**config.mk**
```make
export PLATFORM = sky130hd
export DESIGN_NAME = pwm_cmd_scheduler_flat
export DESIGN_NICKNAME = d
export VERILOG_FILES = /design/src/rtl/pwm_cmd_scheduler_if.sv /design/src/rtl/pwm_cmd_scheduler.sv /design/src/flat_wrapper.sv
export SDC_FILE = /design/constraint.sdc
export NUM_CORES = 1
export LEC_CHECK = 0
export BUFFER_PORTS_ARGS = -buffer_cell sky130_fd_sc_hd__buf_2
export CAP_MARGIN = 10
export CORE_MARGIN = 5
export CORE_UTILIZATION = 40
export CTS_CLUSTER_DIAMETER = 40
export DETAILED_ROUTE_END_ITERATION = 10
export PLACE_DENSITY = 0.6
export SYNTH_ARGS = -nofsm -noshare
export SYNTH_HDL_FRONTEND = slang
export SYNTH_SLANG_ARGS = --single-unit
```
**constraint.sdc**
```tcl
create_clock -name sys_clk -period 3.1 [get_ports sys_clk]
set_input_delay 0.775 -clock sys_clk [delete_from_list [all_inputs] [get_ports sys_clk]]
set_output_delay 0.775 -clock sys_clk [all_outputs]
set_load 0.05 [all_outputs]
```
**src/rtl/pwm_cmd_scheduler_if.sv**
```systemverilog
// Command packet bus into the PWM command scheduler: one cmd_valid strobe
// qualifies the whole packet for a single cycle.
interface pwm_cmd_scheduler_if #(
    parameter int _PAT_WIDTH = 16
);
    logic                  cmd_valid;
    logic [7:0]            cmd_func;
    logic [7:0]            cmd_ch;
    logic [7:0]            cmd_duty;
    logic [15:0]           cmd_dessert;
    logic [7:0]            cmd_num;
    logic [_PAT_WIDTH-1:0] cmd_pat;

    modport master (
        output cmd_valid, cmd_func, cmd_ch, cmd_duty, cmd_dessert, cmd_num, cmd_pat
    );

    modport slave (
        input  cmd_valid, cmd_func, cmd_ch, cmd_duty, cmd_dessert, cmd_num, cmd_pat
    );
endinterface

```
**src/rtl/pwm_cmd_scheduler.sv**
```systemverilog
// Queues start/stop commands and dispatches them strictly in order, one at a
// time, to a bank of PWM channels over a shared, otherwise-zero config bus.
module pwm_cmd_scheduler #(
    parameter int _NUM_CHANNELS = 4,
    parameter int _PAT_WIDTH    = 16,
    parameter int _FIFO_DEPTH   = 4
) (
    input  logic                     sys_clk,
    input  logic                     sys_rst_n,
    pwm_cmd_scheduler_if.slave       cmd,
    input  logic [_NUM_CHANNELS-1:0] ch_busy,
    input  logic [_NUM_CHANNELS-1:0] ch_valid,
    output logic [_NUM_CHANNELS-1:0] ch_en,
    output logic [_NUM_CHANNELS-1:0] ch_stop,
    output logic [7:0]               ch_duty,
    output logic [15:0]              ch_dessert,
    output logic [7:0]               ch_num,
    output logic [_PAT_WIDTH-1:0]    ch_pat,
    output logic [_NUM_CHANNELS-1:0] ch_active,
    output logic                     fifo_full,
    output logic [7:0]               drop_cnt,
    output logic                     err_timeout
);
    localparam int CH_W = (_NUM_CHANNELS > 1) ? $clog2(_NUM_CHANNELS) : 1;
    localparam int AW   = (_FIFO_DEPTH > 1) ? $clog2(_FIFO_DEPTH) : 1;
    localparam int CW   = $clog2(_FIFO_DEPTH + 1);

    localparam logic [7:0]    FUNC_START = 8'h01;
    localparam logic [7:0]    FUNC_STOP  = 8'h02;
    localparam logic [7:0]    NCH        = 8'(_NUM_CHANNELS);
    localparam logic [CW-1:0] DEPTH      = CW'(_FIFO_DEPTH);
    localparam logic [AW-1:0] LAST_PTR   = AW'(_FIFO_DEPTH - 1);
    // Last WAIT_ACK count before giving up: lands err_timeout 16 cycles after ch_en.
    localparam logic [3:0]    TMO_LAST   = 4'd14;

    typedef struct packed {
        logic                  is_stop;
        logic [CH_W-1:0]       ch;
        logic [7:0]            duty;
        logic [15:0]           dessert;
        logic [7:0]            num;
        logic [_PAT_WIDTH-1:0] pat;
    } entry_t;

    typedef enum logic [1:0] {S_IDLE, S_FETCH, S_ISSUE, S_WAIT_ACK} state_t;

    function automatic logic [AW-1:0] ptr_inc(input logic [AW-1:0] p);
        return (p == LAST_PTR) ? '0 : p + 1'b1;
    endfunction

    function automatic logic [7:0] sat_inc(input logic [7:0] v);
        return (v == 8'hFF) ? v : v + 8'd1;
    endfunction

    function automatic logic [_NUM_CHANNELS-1:0] onehot(input logic [CH_W-1:0] idx);
        logic [_NUM_CHANNELS-1:0] v;
        v      = '0;
        v[idx] = 1'b1;
        return v;
    endfunction

    entry_t                   mem_q [_FIFO_DEPTH];
    entry_t                   head_q;
    entry_t                   push_entry;
    logic [AW-1:0]            wr_q, rd_q;
    logic [CW-1:0]            cnt_q, cnt_d;
    logic [7:0]               drop_q;
    state_t                   state_q;
    logic [3:0]               tmo_q;
    logic [_NUM_CHANNELS-1:0] ch_en_q, ch_stop_q, ch_active_q, ch_active_d;
    logic [_NUM_CHANNELS-1:0] head_oh, act_set, act_clr;
    logic                     err_timeout_q;
    logic [7:0]               duty_q, num_q;
    logic [15:0]              dessert_q;
    logic [_PAT_WIDTH-1:0]    pat_q;
    logic                     func_ok, ch_ok, full, push, drop, pop;
    logic                     go_issue, do_stop, ack, do_tmo;

    // Fullness is taken from the registered count, so a same-cycle pop never frees a slot.
    assign full     = (cnt_q == DEPTH);
    assign func_ok  = (cmd.cmd_func == FUNC_START) || (cmd.cmd_func == FUNC_STOP);
    assign ch_ok    = (cmd.cmd_ch < NCH);
    assign push     = cmd.cmd_valid && func_ok && ch_ok && !full;
    assign drop     = cmd.cmd_valid && !push;

    assign push_entry.is_stop = (cmd.cmd_func == FUNC_STOP);
    assign push_entry.ch      = cmd.cmd_ch[CH_W-1:0];
    assign push_entry.duty    = cmd.cmd_duty;
    assign push_entry.dessert = cmd.cmd_dessert;
    assign push_entry.num     = cmd.cmd_num;
    assign push_entry.pat     = cmd.cmd_pat;

    assign head_oh  = onehot(head_q.ch);
    assign do_stop  = (state_q == S_FETCH) && head_q.is_stop;
    assign go_issue = (state_q == S_FETCH) && !head_q.is_stop &&
                      !ch_busy[head_q.ch] && !ch_active_q[head_q.ch];
    assign ack      = (state_q == S_WAIT_ACK) && ch_busy[head_q.ch];
    assign do_tmo   = (state_q == S_WAIT_ACK) && !ack && (tmo_q == TMO_LAST);
    assign pop      = do_stop || (state_q == S_ISSUE);

    // Set is applied after clear so a same-cycle ch_valid cannot cancel a fresh start.
    assign act_set     = go_issue ? head_oh : '0;
    assign act_clr     = ch_valid | ((do_stop || do_tmo) ? head_oh : '0);
    assign ch_active_d = (ch_active_q & ~act_clr) | act_set;

    always_comb begin
        cnt_d = cnt_q;
        if (push && !pop) begin
            cnt_d = cnt_q + 1'b1;
        end else if (!push && pop) begin
            cnt_d = cnt_q - 1'b1;
        end
    end

    always_ff @(posedge sys_clk) begin
        if (push) begin
            mem_q[wr_q] <= push_entry;
        end
    end

    always_ff @(posedge sys_clk) begin
        if (state_q == S_IDLE) begin
            head_q <= mem_q[rd_q];
        end
    end

    always_ff @(posedge sys_clk or negedge sys_rst_n) begin
        if (!sys_rst_n) begin
            wr_q        <= '0;
            rd_q        <= '0;
            cnt_q       <= '0;
            drop_q      <= '0;
            ch_active_q <= '0;
        end else begin
            if (push) wr_q <= ptr_inc(wr_q);
            if (pop)  rd_q <= ptr_inc(rd_q);
            if (drop) drop_q <= sat_inc(drop_q);
            cnt_q       <= cnt_d;
            ch_active_q <= ch_active_d;
        end
    end

    always_ff @(posedge sys_clk or negedge sys_rst_n) begin
        if (!sys_rst_n) begin
            state_q       <= S_IDLE;
            tmo_q         <= '0;
            ch_en_q       <= '0;
            ch_stop_q     <= '0;
            err_timeout_q <= 1'b0;
            duty_q        <= '0;
            dessert_q     <= '0;
            num_q         <= '0;
            pat_q         <= '0;
        end else begin
            ch_en_q       <= '0;
            ch_stop_q     <= '0;
            err_timeout_q <= 1'b0;
            duty_q        <= '0;
            dessert_q     <= '0;
            num_q         <= '0;
            pat_q         <= '0;
            case (state_q)
                S_IDLE: begin
                    if (cnt_q != '0) state_q <= S_FETCH;
                end
                S_FETCH: begin
                    if (do_stop) begin
                        ch_stop_q <= head_oh;
                        state_q   <= S_IDLE;
                    end else if (go_issue) begin
                        ch_en_q   <= head_oh;
                        duty_q    <= head_q.duty;
                        dessert_q <= head_q.dessert;
                        num_q     <= head_q.num;
                        pat_q     <= head_q.pat;
                        tmo_q     <= '0;
                        state_q   <= S_ISSUE;
                    end
                end
                S_ISSUE: begin
                    state_q <= S_WAIT_ACK;
                end
                S_WAIT_ACK: begin
                    if (ack) begin
                        state_q <= S_IDLE;
                    end else if (do_tmo) begin
                        err_timeout_q <= 1'b1;
                        state_q       <= S_IDLE;
                    end else begin
                        tmo_q <= tmo_q + 4'd1;
                    end
                end
                default: state_q <= S_IDLE;
            endcase
        end
    end

    assign ch_en       = ch_en_q;
    assign ch_stop     = ch_stop_q;
    assign ch_duty     = duty_q;
    assign ch_dessert  = dessert_q;
    assign ch_num      = num_q;
    assign ch_pat      = pat_q;
    assign ch_active   = ch_active_q;
    assign fifo_full   = full;
    assign drop_cnt    = drop_q;
    assign err_timeout = err_timeout_q;
endmodule

```
**src/flat_wrapper.sv**
```systemverilog
// flat-port wrapper written by rule: the top's interface ports become plain ports
module pwm_cmd_scheduler_flat 
#(
    parameter int _NUM_CHANNELS = 4,
    parameter int _PAT_WIDTH    = 16,
    parameter int _FIFO_DEPTH   = 4
)
  (sys_clk, sys_rst_n, ch_busy, ch_valid, ch_en, ch_stop, ch_duty, ch_dessert, ch_num, ch_pat, ch_active, fifo_full, drop_cnt, err_timeout, cmd_cmd_valid, cmd_cmd_func, cmd_cmd_ch, cmd_cmd_duty, cmd_cmd_dessert, cmd_cmd_num, cmd_cmd_pat);
  pwm_cmd_scheduler_if #(._PAT_WIDTH(_PAT_WIDTH)) cmd_i ();
  input  logic sys_clk;
  input  logic sys_rst_n;
  input  logic [_NUM_CHANNELS-1:0] ch_busy;
  input  logic [_NUM_CHANNELS-1:0] ch_valid;
  output logic [_NUM_CHANNELS-1:0] ch_en;
  output logic [_NUM_CHANNELS-1:0] ch_stop;
  output logic [7:0] ch_duty;
  output logic [15:0] ch_dessert;
  output logic [7:0] ch_num;
  output logic [_PAT_WIDTH-1:0] ch_pat;
  output logic [_NUM_CHANNELS-1:0] ch_active;
  output logic fifo_full;
  output logic [7:0] drop_cnt;
  output logic err_timeout;
  input wire logic [$bits(cmd_i.cmd_valid)-1:0] cmd_cmd_valid;
  input wire logic [$bits(cmd_i.cmd_func)-1:0] cmd_cmd_func;
  input wire logic [$bits(cmd_i.cmd_ch)-1:0] cmd_cmd_ch;
  input wire logic [$bits(cmd_i.cmd_duty)-1:0] cmd_cmd_duty;
  input wire logic [$bits(cmd_i.cmd_dessert)-1:0] cmd_cmd_dessert;
  input wire logic [$bits(cmd_i.cmd_num)-1:0] cmd_cmd_num;
  input wire logic [$bits(cmd_i.cmd_pat)-1:0] cmd_cmd_pat;
  assign cmd_i.cmd_valid = cmd_cmd_valid;
  assign cmd_i.cmd_func = cmd_cmd_func;
  assign cmd_i.cmd_ch = cmd_cmd_ch;
  assign cmd_i.cmd_duty = cmd_cmd_duty;
  assign cmd_i.cmd_dessert = cmd_cmd_dessert;
  assign cmd_i.cmd_num = cmd_cmd_num;
  assign cmd_i.cmd_pat = cmd_cmd_pat;
  pwm_cmd_scheduler #(._NUM_CHANNELS(_NUM_CHANNELS), ._PAT_WIDTH(_PAT_WIDTH), ._FIFO_DEPTH(_FIFO_DEPTH)) u_core (.sys_clk(sys_clk), .sys_rst_n(sys_rst_n), .cmd(cmd_i), .ch_busy(ch_busy), .ch_valid(ch_valid), .ch_en(ch_en), .ch_stop(ch_stop), .ch_duty(ch_duty), .ch_dessert(ch_dessert), .ch_num(ch_num), .ch_pat(ch_pat), .ch_active(ch_active), .fifo_full(fifo_full), .drop_cnt(drop_cnt), .err_timeout(err_timeout));
endmodule
```
==> Word-level counts from Yosys, hierarchy flattened <==
Memory sizes are Yosys's and may differ from the RTL's. A register that Yosys moved wholly into a read port is not among the register bits.
Index checks and enable logic that the tools add are counted.
{ "word_totals": {"ff_bits": 82, "ramBits": 204, "input_bits": 75, "elab_cells": 121, "mem_count": 1} }
{ "memory_table": {"columns": ["memory", "depth", "word_bits", "rd", "rd_clocked_by_memory_dff", "wr", "line_no", "source"], "rows": [
  ["u_core.mem_q", 4, 51, 1, 1, 1, "pwm_cmd_scheduler.sv:62", "entry_t mem_q [_FIFO_DEPTH];"]
]} }
{ "classes": {"n_addsub": 6, "order_cmp": 3, "n_eq_ne": 17, "mux": 44, "n_bitwise": 5, "reduce_logical": 31} }
{ "op_table": {"columns": ["cell", "n"], "rows": [
  ["16-bit 2-to-1 mux", 6],
  ["8-bit 2-to-1 mux", 6],
  ["4-bit 2-to-1 mux", 10],
  ["1-bit logical AND", 14],
  ["2-bit 2-to-1 mux", 7],
  ["8-bit by 1-bit adder with 8-bit output (second input constant)", 1],
  ["2-bit == test (second input constant)", 4],
  ["8-bit by 1-bit == test with 1-bit output (second input constant)", 1],
  ["8-bit by 2-bit == test with 1-bit output (second input constant)", 1],
  ["8-bit == test (second input constant)", 1],
  ["8-bit by 3-bit < comparator with 1-bit output (second input constant)", 1],
  ["1-bit 2-to-1 mux", 8],
  ["2-bit inequality test (second input constant)", 4],
  ["4-bit bitwise OR", 2],
  ["2-bit one-hot mux with 4 select lines", 1],
  ["4-bit one-hot mux with 2 select lines", 1],
  ["1-bit logical NOT", 7],
  ["3-bit 2-to-1 mux", 2],
  ["3-bit by 1-bit inequality test with 1-bit output (second input constant)", 2],
  ["5-bit AND reduction", 1],
  ["2-bit by 1-bit adder with 2-bit output (second input constant)", 2],
  ["4-bit by 1-bit adder with 4-bit output (second input constant)", 1],
  ["4-bit bitwise AND", 1],
  ["1-bit binary-select mux with 2-bit select", 2],
  ["17 further kinds", 20]
]} }

==> Logic depth before layout (Yosys ltp) <==
Gate-level depths: netlist of run 1.
{ "depth": {"word_depth": 12, "mapped_depth": 9, "mapped_depth_nobuf": 9} }

==> Worst setup path after synthesis of run 1 <==
No wires, ideal clock.
{ "synth_path": {"path_kind": "input port to flip-flop", "start": "input cmd_cmd_func[5]", "end": "memory u_core.mem_q[3][0] in the netlist's numbering, enable pin", "t_arrival_ns": 2.734, "setup_slack_ns": -0.048, "stages": 4, "n_path_buf": 0, "path_cell_list": "nor4_1 > nand2_1 > nor3_1 > and2_1"} }
{ "synth_via": {"elab_chain_len": 7} }
{ "synth_rtl": {"columns": ["element", "line_no", "source"], "rows": [
  ["start: declaration", "flat_wrapper.sv:25", "input wire logic [$bits(cmd_i.cmd_func)-1:0] cmd_cmd_func;"],
  ["8-bit by 1-bit == test with 1-bit output / 8-bit by 2-bit == test with 1-bit output (equally long branches)", "pwm_cmd_scheduler.sv:81", "assign func_ok = (cmd.cmd_func == FUNC_START) || (cmd.cmd_func == FUNC_STOP);"],
  ["1-bit logical OR *", "pwm_cmd_scheduler.sv:81", null],
  ["1-bit logical AND * (3 in a row)", "pwm_cmd_scheduler.sv:83", "assign push = cmd.cmd_valid && func_ok && ch_ok && !full;"],
  ["net u_core.push", "pwm_cmd_scheduler.sv:76", "logic func_ok, ch_ok, full, push, drop, pop;"],
  ["1-bit 2-to-1 mux *", "pwm_cmd_scheduler.sv:116", "if (push) begin"],
  ["1-bit 2-to-1 mux (implied by the code) *", "pwm_cmd_scheduler.sv:117", "mem_q[wr_q] <= push_entry;"],
  ["end: declaration", "pwm_cmd_scheduler.sv:62", null]
]} }
The timed path passes the listed nets; every way through them passes the cells marked *.

==> Worst setup path in the final report of run 1 <==
{ "layout_path": {"start": "input cmd_cmd_func[5]", "end": "register u_core.cnt_q[2]"} }
{ "layout_via": {"elab_chain_len": 8} }
{ "layout_rtl": {"columns": ["element", "line_no", "source"], "rows": [
  ["8-bit by 1-bit == test with 1-bit output / 8-bit by 2-bit == test with 1-bit output (equally long branches)", "pwm_cmd_scheduler.sv:81", null],
  ["1-bit logical OR *", "pwm_cmd_scheduler.sv:81", null],
  ["1-bit logical AND * (3 in a row)", "pwm_cmd_scheduler.sv:83", null],
  ["net u_core.push", "pwm_cmd_scheduler.sv:76", null],
  ["1-bit logical NOT", "pwm_cmd_scheduler.sv:110", "end else if (!push && pop) begin"],
  ["1-bit logical AND", "pwm_cmd_scheduler.sv:110", null],
  ["2-bit nonzero test (no source line)", null, null],
  ["end signal: assignment", "pwm_cmd_scheduler.sv:138", "cnt_q <= cnt_d;"],
  ["end: declaration", "pwm_cmd_scheduler.sv:66", "logic [CW-1:0] cnt_q, cnt_d;"]
]} }
Marks and branches as above.
A chain may end at the register's enable or synchronous reset.

==> flow_summary.ini, run 1 <==
[status]
status = finished, final reports clean

[placement]
placed_cell_area_sq_um = 13500
portBuffers = 144
gp_congestion = 0.807
dp_hpwl_um = 14800

[grt]
track_usage_pct = 13.9
grt_pass1_vias = 6526
grt_pass1_wl_um = 36500
antenna_found_initial = 5
grt_overflow = 0
grt_max_degree = 52

[worst_setup_path]
crit_path_start_kind = input pin
slowest_stage = nor3_1
worst_ep_arrival_time_ps = 2850
max_stage_delay_ps = 400
worst-path-max-fanout = 3
r2r-start = u_core.cnt_q[2]
crit_chain = buf_2 -> nor4_1 -> nand2_1 -> nor3_1 -> ha_1 -> inv_1 -> fa_1 -> xor2_1 -> nor2_1 -> xor2_1
criticalPathCategory = in -> reg
cpMostUsedCell = xor2_1
crit_start = cmd_cmd_func[5]
endpoint_kind = register
cp.required_ps = 3520

[sta]
hold_viol_final = 0
rsz0062_at_grt = false
setup-violations-final = 0
worst_pin_slew_ps = 937
finalSetupTns_ps = 0
relSlewSlack_pct = 37.6
slew_violations = 0
min_period_ps = 2430
skew_ps = 22.2
fmax_ghz = 0.412
finalCritPeriodShare_pct = 78.3

[detailed_routing]
drc = 0
postRouteAntennaNets = 0
wl_um = 23300
vias = 5908
avgRoutedWirePerCell_um = 19.5
via_per_inst = 4.94
drt-initial-drc-count = 260
firstDrtPassIters = 4

[pwr]
ir_drop_v = 0.000596
p_leak_nw = 5.71
powerDensity_nw_per_um2 = 907

[synthesis]
synth_fa_ha_area_share_pct = 1.09
netlist_area_sq_um = 12100
yosysWarningCount = 0
synth_xor_area_share_pct = 0.793
synth_top_family_by_area = multiplexers
syn_nets = 673
muxShareOfSynthArea_pct = 10.2
ys_types = 44
synthSimpleGateAreaFrac_pct = 5.80
syn_avg_cell_area_sq_um = 20.7
synth-edff-count = 255
ys_ff_latch = 337
synthFlopType = edfxtp_1
synth_cells = 588
synth_compound_area_share_pct = 1.03
seq_area_frac_synth_pct = 79.9
async_flop_share_pct = 24.3

[floorplan]
io_pins = 145
die_h_um = 184
start_util_pct = 40.8
core_area_sq_um = 29800
fp.dieW_um = 184
rows = 63
die_area_sq_um = 34000

[clock_tree]
post_cts_buffers = 0
cts_buffer_depth = 3
htree_num_levels = 2
cts_tree = built
clk_latency_ps = 520
cts-root-buf = clkbuf_16
cts_resized = 0
clk_pin_slew_ps = 60
cts_hold_buf = 0
clkSinkCount = 337
cts_made_buffers = 41

[run]
max_cap_viol_count = 0

[cells_and_area]
multiInputGateArea_sq_um = 2310
regArea_sq_um = 9710
syn_to_final_growth_pct = 22.8
nFillCells = 2436
drive_gt1_share_pct = 36.7
design_area_sq_um = 14900
final_nets = 856

[worst_hold_path]
min_path_type = in -> async
[synth_stat cells (all sizes together), types with 7 or more instances]
cell type,instances,share of area [%]
edfxtp,255,63
dfrtp,82,17
and2,54,2.8
mux4,52,9.6
nand2,19,0.59
nor2,15,0.46
clkbuf,11,0.37
o21ai,10,0.44
xor2,10,0.72
buf,9,0.53
ha,9,0.93
inv,9,0.28
nor3,7,0.33
[cell families (layout without fill, tap and decap cells)]
| family | count (synthesis) | in the layout |
|---|---|---|
| buffers and inverters | 29 | 245 |
| AOI/OAI and AO/OA | 19 | 19 |
| other | 0 | 2 |
| adders and majority gates | 10 | 10 |
| and+or+nand+nor | 124 | 124 |
| xor gates and xnor gates | 11 | 11 |
| DFF | 337 | 337 |
| muxes | 58 | 58 |
[cell type report]
cell class	instances	area share, %
Antenna cell	2	0.0336
Clock buffer	56	7.88
Clock inverter	20	1.63
Inverter	9	0.226
Multi-Input combinational cell	222	15.5
Sequential cell	337	65.1
Tap cell	390	3.27
Timing Repair Buffer	160	6.32
[flip-flops by register name (all words and copies together) (netlist names), named ones only]
register	flops
u_core.rd_q	2
u_core.ch_duty	8
u_core.tmo_q	4
u_core.ch_stop	4
u_core.ch_pat	16
u_core.state_q	1
u_core.cnt_q	3
u_core.wr_q	2
u_core.ch_num	8
u_core.mem_q	204
u_core.drop_cnt	8
u_core.ch_active	4
u_core.head_q	51
u_core.ch_dessert	16
u_core.err_timeout	1
u_core.ch_en	4
[per-stage QoR]
step,power (mW),worst slack [ps],hold WS [ps],std cells,utilization [%]
after floorplan,8.06,63.3,427,588,-
after global placement,8.82,215,433,1118,45.3
after detailed placement,8.89,135,434,1118,45.3
after CTS,13.7,670,293,1194,50.0
after global routing,14.2,486,333,1195,50.1
final,13.5,672,288,1196,50.1
[worst max-delay path, delay by kind of cell]
kind,cells,cell delay (ps)
AND/OR/NAND/NOR,4,940
adder cells (fa/ha/maj),2,630
XOR/XNOR,2,330
buffers and inverters,2,160
[path summary, 6_finish.rpt]
path	endpoint	slack [ps]	cells past startpoint
max in group asynchronous	u_core.rd_q[0]	2160	2
setup reg to reg	u_core.cnt_q[2]	800	9
hold / removal	u_core.ch_active[2]	290	1
hold reg to reg	u_core.ch_pat[7]	440	1
setup / recovery	u_core.cnt_q[2]	670	10
min in group sys_clk	u_core.ch_pat[7]	440	1
[per-layer routing]
| layer | GRT usage (%) | part of all wire (%) | vias up |
|---|---|---|---|
| li1 | - | - | 2654 |
| met3 | 4.14 | 7.5 | 46 |
| met5 | 0 | 0.20 | - |
| met4 | 3.11 | 1.5 | 8 |
| met2 | 23.8 | 50 | 181 |
| met1 | 17.7 | 41 | 3019 |
[cell usage in the layout (no fill, tap or decap), drive strengths merged, types with 2 or more instances in the layout]
cell type  netlist  layout
nor2            15      15
ha               9       9
xor2            10      10
nor4             4       4
nand2b           4       4
mux4            52      52
nand2           19      19
dfrtp           82      82
clkbuf          11      56
nor4b            2       2
bufinv           0       4
nor3             7       7
edfxtp         255     255
mux2             5       5
nand3            5       5
diode            0       2
nor2b            4       4
o21a             2       2
o21ai           10      10
and2            54      54
buf              9     160
clkinv           0      12
inv              9      13
nor3b            4       4
[report_power, final]
part / leakage [nW] / total (mW) / internal (mW) / switching [mW]
registers: 3.41 / 6.06 / 5.56 / 0.500
clock network: 0.696 / 4.80 / 3.02 / 1.78
logic: 1.61 / 2.67 / 1.06 / 1.61
Note: power is estimated with default switching activity, not from simulation.
==> inputs of run 2 (changes only) <==
--- a/config.mk
+++ b/config.mk
@@ -11,7 +11,7 @@
 export CORE_UTILIZATION = 40
 export CTS_CLUSTER_DIAMETER = 40
 export DETAILED_ROUTE_END_ITERATION = 10
-export PLACE_DENSITY = 0.6
+export PLACE_DENSITY = 0.57
 export SYNTH_ARGS = -nofsm -noshare
 export SYNTH_HDL_FRONTEND = slang
 export SYNTH_SLANG_ARGS = --single-unit
==> constraint.sdc (replaced) <==
create_clock -name sys_clk -period 2.3 [get_ports sys_clk]
set_input_delay 0.575 -clock sys_clk [delete_from_list [all_inputs] [get_ports sys_clk]]
set_output_delay 0.575 -clock sys_clk [all_outputs]
set_load 0.05 [all_outputs]
==> run 2 against run 1 <==
- combinational power increased by 42%
- hold slack got worse by 220 ps
- clock-buffer cell count shrank 6
- via count grew 0.76%
- critical path depth shrank 1
- critical endpoint unchanged
- largest power group unchanged
==> flow_summary.ini, run 2 (same netlist as run 1, synthesis figures left out) <==
[detailed_routing]
avgRoutedWirePerCell_um = 19.2
via_per_inst = 4.91
postRouteAntennaNets = 0
drc = 0
firstDrtPassIters = 4
wl_um = 23200
drt-initial-drc-count = 249
vias = 5953

[clock_tree]
clk_pin_slew_ps = 50
cts_made_buffers = 42
htree_num_levels = 2
clk_latency_ps = 520
cts_resized = 0
post_cts_buffers = 0
cts_hold_buf = 0
cts-root-buf = clkbuf_16
clkSinkCount = 337
cts_buffer_depth = 3
cts_tree = built

[cells_and_area]
post-route-util_pct = 51.0
final_common_cell = edfxtp_1
final_cell_mix = 255 x edfxtp_1, 143 x buf_2, 80 x dfrtp_1
final_nets = 872
drive_gt1_share_pct = 39.2
top_regs = u_core.mem_q: 204 flops, u_core.head_q: 51 flops
syn_to_final_growth_pct = 25.2
largest_register_ff_count = 204
top_register = u_core.mem_q

[pwr]
intPower_mw = 13.1
p_comb_share_pct = 20.4
powerDensity_nw_per_um2 = 1220
clkPwrFrac_pct = 35.9
seqPwrFrac_pct = 43.7
switchingPower_mw = 5.42
p_sw_share_pct = 29.3
p_leak_nw = 5.83
ir_drop_v = 0.000512

[placement]
dp_hpwl_um = 15000
portBuffers = 144
gp_congestion = 0.767
place_ws_ps = -287

[status]
status = finished, final reports clean

[floorplan]
fp.dieW_um = 184
start_util_pct = 40.8
core_area_sq_um = 29800
io_pins = 145
die_area_sq_um = 34000
rows = 63
die_h_um = 184

[sta]
relSlewSlack_pct = 59.9
fmax_ghz = 0.471
rsz0062_at_grt = false
hold_viol_final = 0
setup_slack_ps = 176
setup-violations-final = 0
finalSetupTns_ps = 0
finalCritPeriodShare_pct = 92.3
skew_ps = 20.2
worst_pin_slew_ps = 601
slew_violations = 0
min_period_ps = 2120

[grt]
grt_overflow = 0
grt_max_degree = 52
grt_pass1_wl_um = 36700
track_usage_pct = 13.9
antenna_found_initial = 6
grt_pass1_vias = 6602

[worst_setup_path]
crit_path_start_kind = register
endpoint_kind = register
worst-path-max-fanout = 3
r2r_cells = 9
cp.required_ps = 2730
criticalPathCategory = reg -> reg
worst_ep_arrival_time_ps = 2560

[run]
max_cap_viol_count = 0

[worst_hold_path]
min_path_type = in -> async
[run 2: routing by layer]
metal  track usage [%]  wire, um  share of wire (%)  vias to the layer above
met4              3.49       437                1.9                       10
met2              23.2     11300                 49                      177
met3              3.79      1570                6.8                       45
li1                  -         -                  -                     2687
met1              18.4      9880                 43                     3034
met5                 0        54               0.23                        -
[run 2: path summary, 6_finish.rpt]
path	from	end	slack, ps
worst max-delay path	u_core.cnt_q[2]	u_core.cnt_q[2]	180
worst min-delay path	sys_rst_n	u_core.ch_duty[5]	70
worst max register to register	u_core.cnt_q[2]	u_core.cnt_q[2]	180
worst min register to register	u_core.head_q[7]	u_core.ch_pat[7]	450
max in group asynchronous	sys_rst_n	u_core.tmo_q[2]	1610
min in group sys_clk	cmd_cmd_num[3]	u_core.mem_q[2][19]	260
[run 2: per-stage QoR]
step | total power [mW] | std cells | hold WS, ps | instance area (sq um)
floorplan | 10.9 | 588 | 279 | 12200
global placement | 12.0 | 1133 | 430 | 13700
detailed placement | 12.1 | 1133 | 433 | 13700
CTS | 18.8 | 1211 | 74.8 | 15200
global route | 19.4 | 1211 | 108 | 15200
finish | 18.5 | 1212 | 68.8 | 15200
[run 2: final cells by class]
cell class / count / area (sq um)
Clock buffer: 50 / 1170
Timing Repair Buffer: 175 / 1160
Fill cell: 2426 / 14600
Sequential cell: 337 / 9720
Tap cell: 390 / 488
Multi-Input combinational cell: 222 / 2330
Inverter: 9 / 33.8
Clock inverter: 28 / 305
Antenna cell: 1 / 2.50
[run 2: power by group through the flow]
stage	Combinational, mW	Sequential (mW)	Clock [mW]
detailed placement	3.86	8.23	0
finish	3.78	8.09	6.64
global route	4.09	8.21	7.10
floorplan	2.04	8.84	0
global placement	3.80	8.20	0
CTS	3.88	8.11	6.81
[run 2: critical path, cell delays in order (launching register included)]
cell and delay [ps]:
dfrtp_1 410, nor3b_4 170, nand2b_1 170, nor3_2 200
ha_1 220, inv_1 60, fa_1 380, xor2_1 150
nor2_1 130, xor2_1 160
==> inputs of run 3 (changes only) <==
--- a/config.mk
+++ b/config.mk
@@ -9,9 +9,10 @@
 export CAP_MARGIN = 10
 export CORE_MARGIN = 5
 export CORE_UTILIZATION = 40
-export CTS_CLUSTER_DIAMETER = 40
+export CTS_CLUSTER_DIAMETER = 50
 export DETAILED_ROUTE_END_ITERATION = 10
 export PLACE_DENSITY = 0.57
+export REMOVE_ABC_BUFFERS = 1
 export SYNTH_ARGS = -nofsm -noshare
 export SYNTH_HDL_FRONTEND = slang
 export SYNTH_SLANG_ARGS = --single-unit
==> run 3 against run 2 <==
- sequential share of layout area rose by 1.4 points
- non-clock buffer count fell by 6
- utilization fell by 1.1 points
==> flow_summary.ini, run 3 (same netlist as run 1, synthesis figures left out) <==
[status]
status = finished, final reports clean

[sta]
rsz0062_at_grt = false
relSlewSlack_pct = 68.6
hold_viol_final = 0
finalSetupTns_ps = 0
setup-violations-final = 0
skew_ps = 17.3
finalCritPeriodShare_pct = 92.0
fmax_ghz = 0.473
holdWs_ps = 13.0
worst_pin_slew_ps = 472
min_period_ps = 2110
slew_violations = 0

[detailed_routing]
avgRoutedWirePerCell_um = 19.4
firstDrtPassIters = 4
via_per_inst = 4.87
postRouteAntennaNets = 0
vias = 5821
drc = 0
drt-initial-drc-count = 254
wl_um = 23200

[placement]
placed_cell_area_sq_um = 13700
dp_hpwl_um = 14600
place_inst = 1127
gp_congestion = 0.774
portBuffers = 144

[cells_and_area]
syn_to_final_growth_pct = 22.6
nFillCells = 2501
drive_gt1_share_pct = 36.6
instances_no_fill = 1195
top_register = u_core.mem_q
top_regs = u_core.mem_q: 204 flops, u_core.head_q: 51 flops
final_cell_mix = 255 x edfxtp_1, 143 x buf_2, 80 x dfrtp_1
antennaDiodeCount = 0
largest_register_ff_count = 204
final_common_cell = edfxtp_1
final_nets = 861
design_area_sq_um = 14900

[worst_setup_path]
cp.required_ps = 1730
endpoint_kind = output port
r2r_cells = 9
worst-path-max-fanout = 4
worst_ep_arrival_time_ps = 1540
criticalPathCategory = reg -> out
crit_path_start_kind = register

[floorplan]
rows = 63
die_h_um = 184
io_pins = 145
start_util_pct = 40.8
die_area_sq_um = 34000
core_area_sq_um = 29800
fp.dieW_um = 184

[grt]
grt_max_degree = 52
antenna_found_initial = 4
grt_pass1_vias = 6385
grt_pass1_wl_um = 36200
grt_overflow = 0
track_usage_pct = 13.8

[clock_tree]
clk_latency_ps = 510
cts_made_buffers = 37
cts-root-buf = clkbuf_16
cts_tree = built
cts_buffer_depth = 3
clk_pin_slew_ps = 60
clkSinkCount = 337
cts_hold_buf = 0
htree_num_levels = 2
cts_resized = 0
post_cts_buffers = 0

[pwr]
p_total_mw = 17.7
p_sw_share_pct = 29.0
seqPwrFrac_pct = 45.5
p_comb_share_pct = 21.4
powerDensity_nw_per_um2 = 1190
switchingPower_mw = 5.14
intPower_mw = 12.6
ir_drop_v = 0.000678
p_leak_nw = 5.68
clkPwrFrac_pct = 33.1

[run]
max_cap_viol_count = 0

[worst_hold_path]
min_path_type = in -> async
run 3: per-stage QoR:
step	setup WS [ps]	util, %
global route	71.6	50.0
floorplan	-833	-
CTS	35.7	50.0
global placement	-201	45.8
detailed placement	-403	45.8
finish	185	50.0
run 3: power groups by stage:
stage	clock network [mW]	registers (mW)	logic [mW]
final	5.86	8.06	3.79
after global placement	0	8.17	3.82
after detailed placement	0	8.19	3.88
after floorplan	0	9.16	1.66
after global routing	6.31	8.17	4.09
after CTS	6.04	8.09	3.89
run 3: final cells by class:
| class | instances | area [sq um] | area share, % |
|---|---|---|---|
| Clock inverter | 16 | 179 | 1.20 |
| Sequential cell | 337 | 9720 | 65.3 |
| Timing Repair Buffer | 169 | 1100 | 7.38 |
| Tap cell | 390 | 488 | 3.28 |
| Multi-Input combinational cell | 222 | 2320 | 15.6 |
| Inverter | 9 | 33.8 | 0.227 |
| Clock buffer | 52 | 1050 | 7.08 |
run 3: layer usage:
| layer | vias up | track usage, % | wire length [um] | share of wire (%) |
|---|---|---|---|---|
| li1 | 2653 | - | - | - |
| met1 | 2973 | 18.0 | 9760 | 42 |
| met2 | 154 | 23.4 | 11500 | 50 |
| met3 | 33 | 3.55 | 1530 | 6.6 |
| met4 | 8 | 3.64 | 350 | 1.5 |
| met5 | - | 0 | 48 | 0.21 |
run 3: final timing paths:
check	startpoint	endpoint	slack, ps
setup / recovery	u_core.cnt_q[0]	fifo_full	190
min in group sys_clk	ch_valid[2]	u_core.ch_active[2]	260
hold / removal	sys_rst_n	u_core.ch_en[2]	10
hold reg to reg	u_core.head_q[32]	u_core.ch_dessert[8]	450
setup reg to reg	u_core.cnt_q[2]	u_core.cnt_q[2]	190
max in group asynchronous	sys_rst_n	u_core.ch_num[3]	1680
run 3: critical path, cell delays in order, from the launching register on:
cell and delay, ps:
dfrtp_1 440, nor3b_1 270, buf_2 310
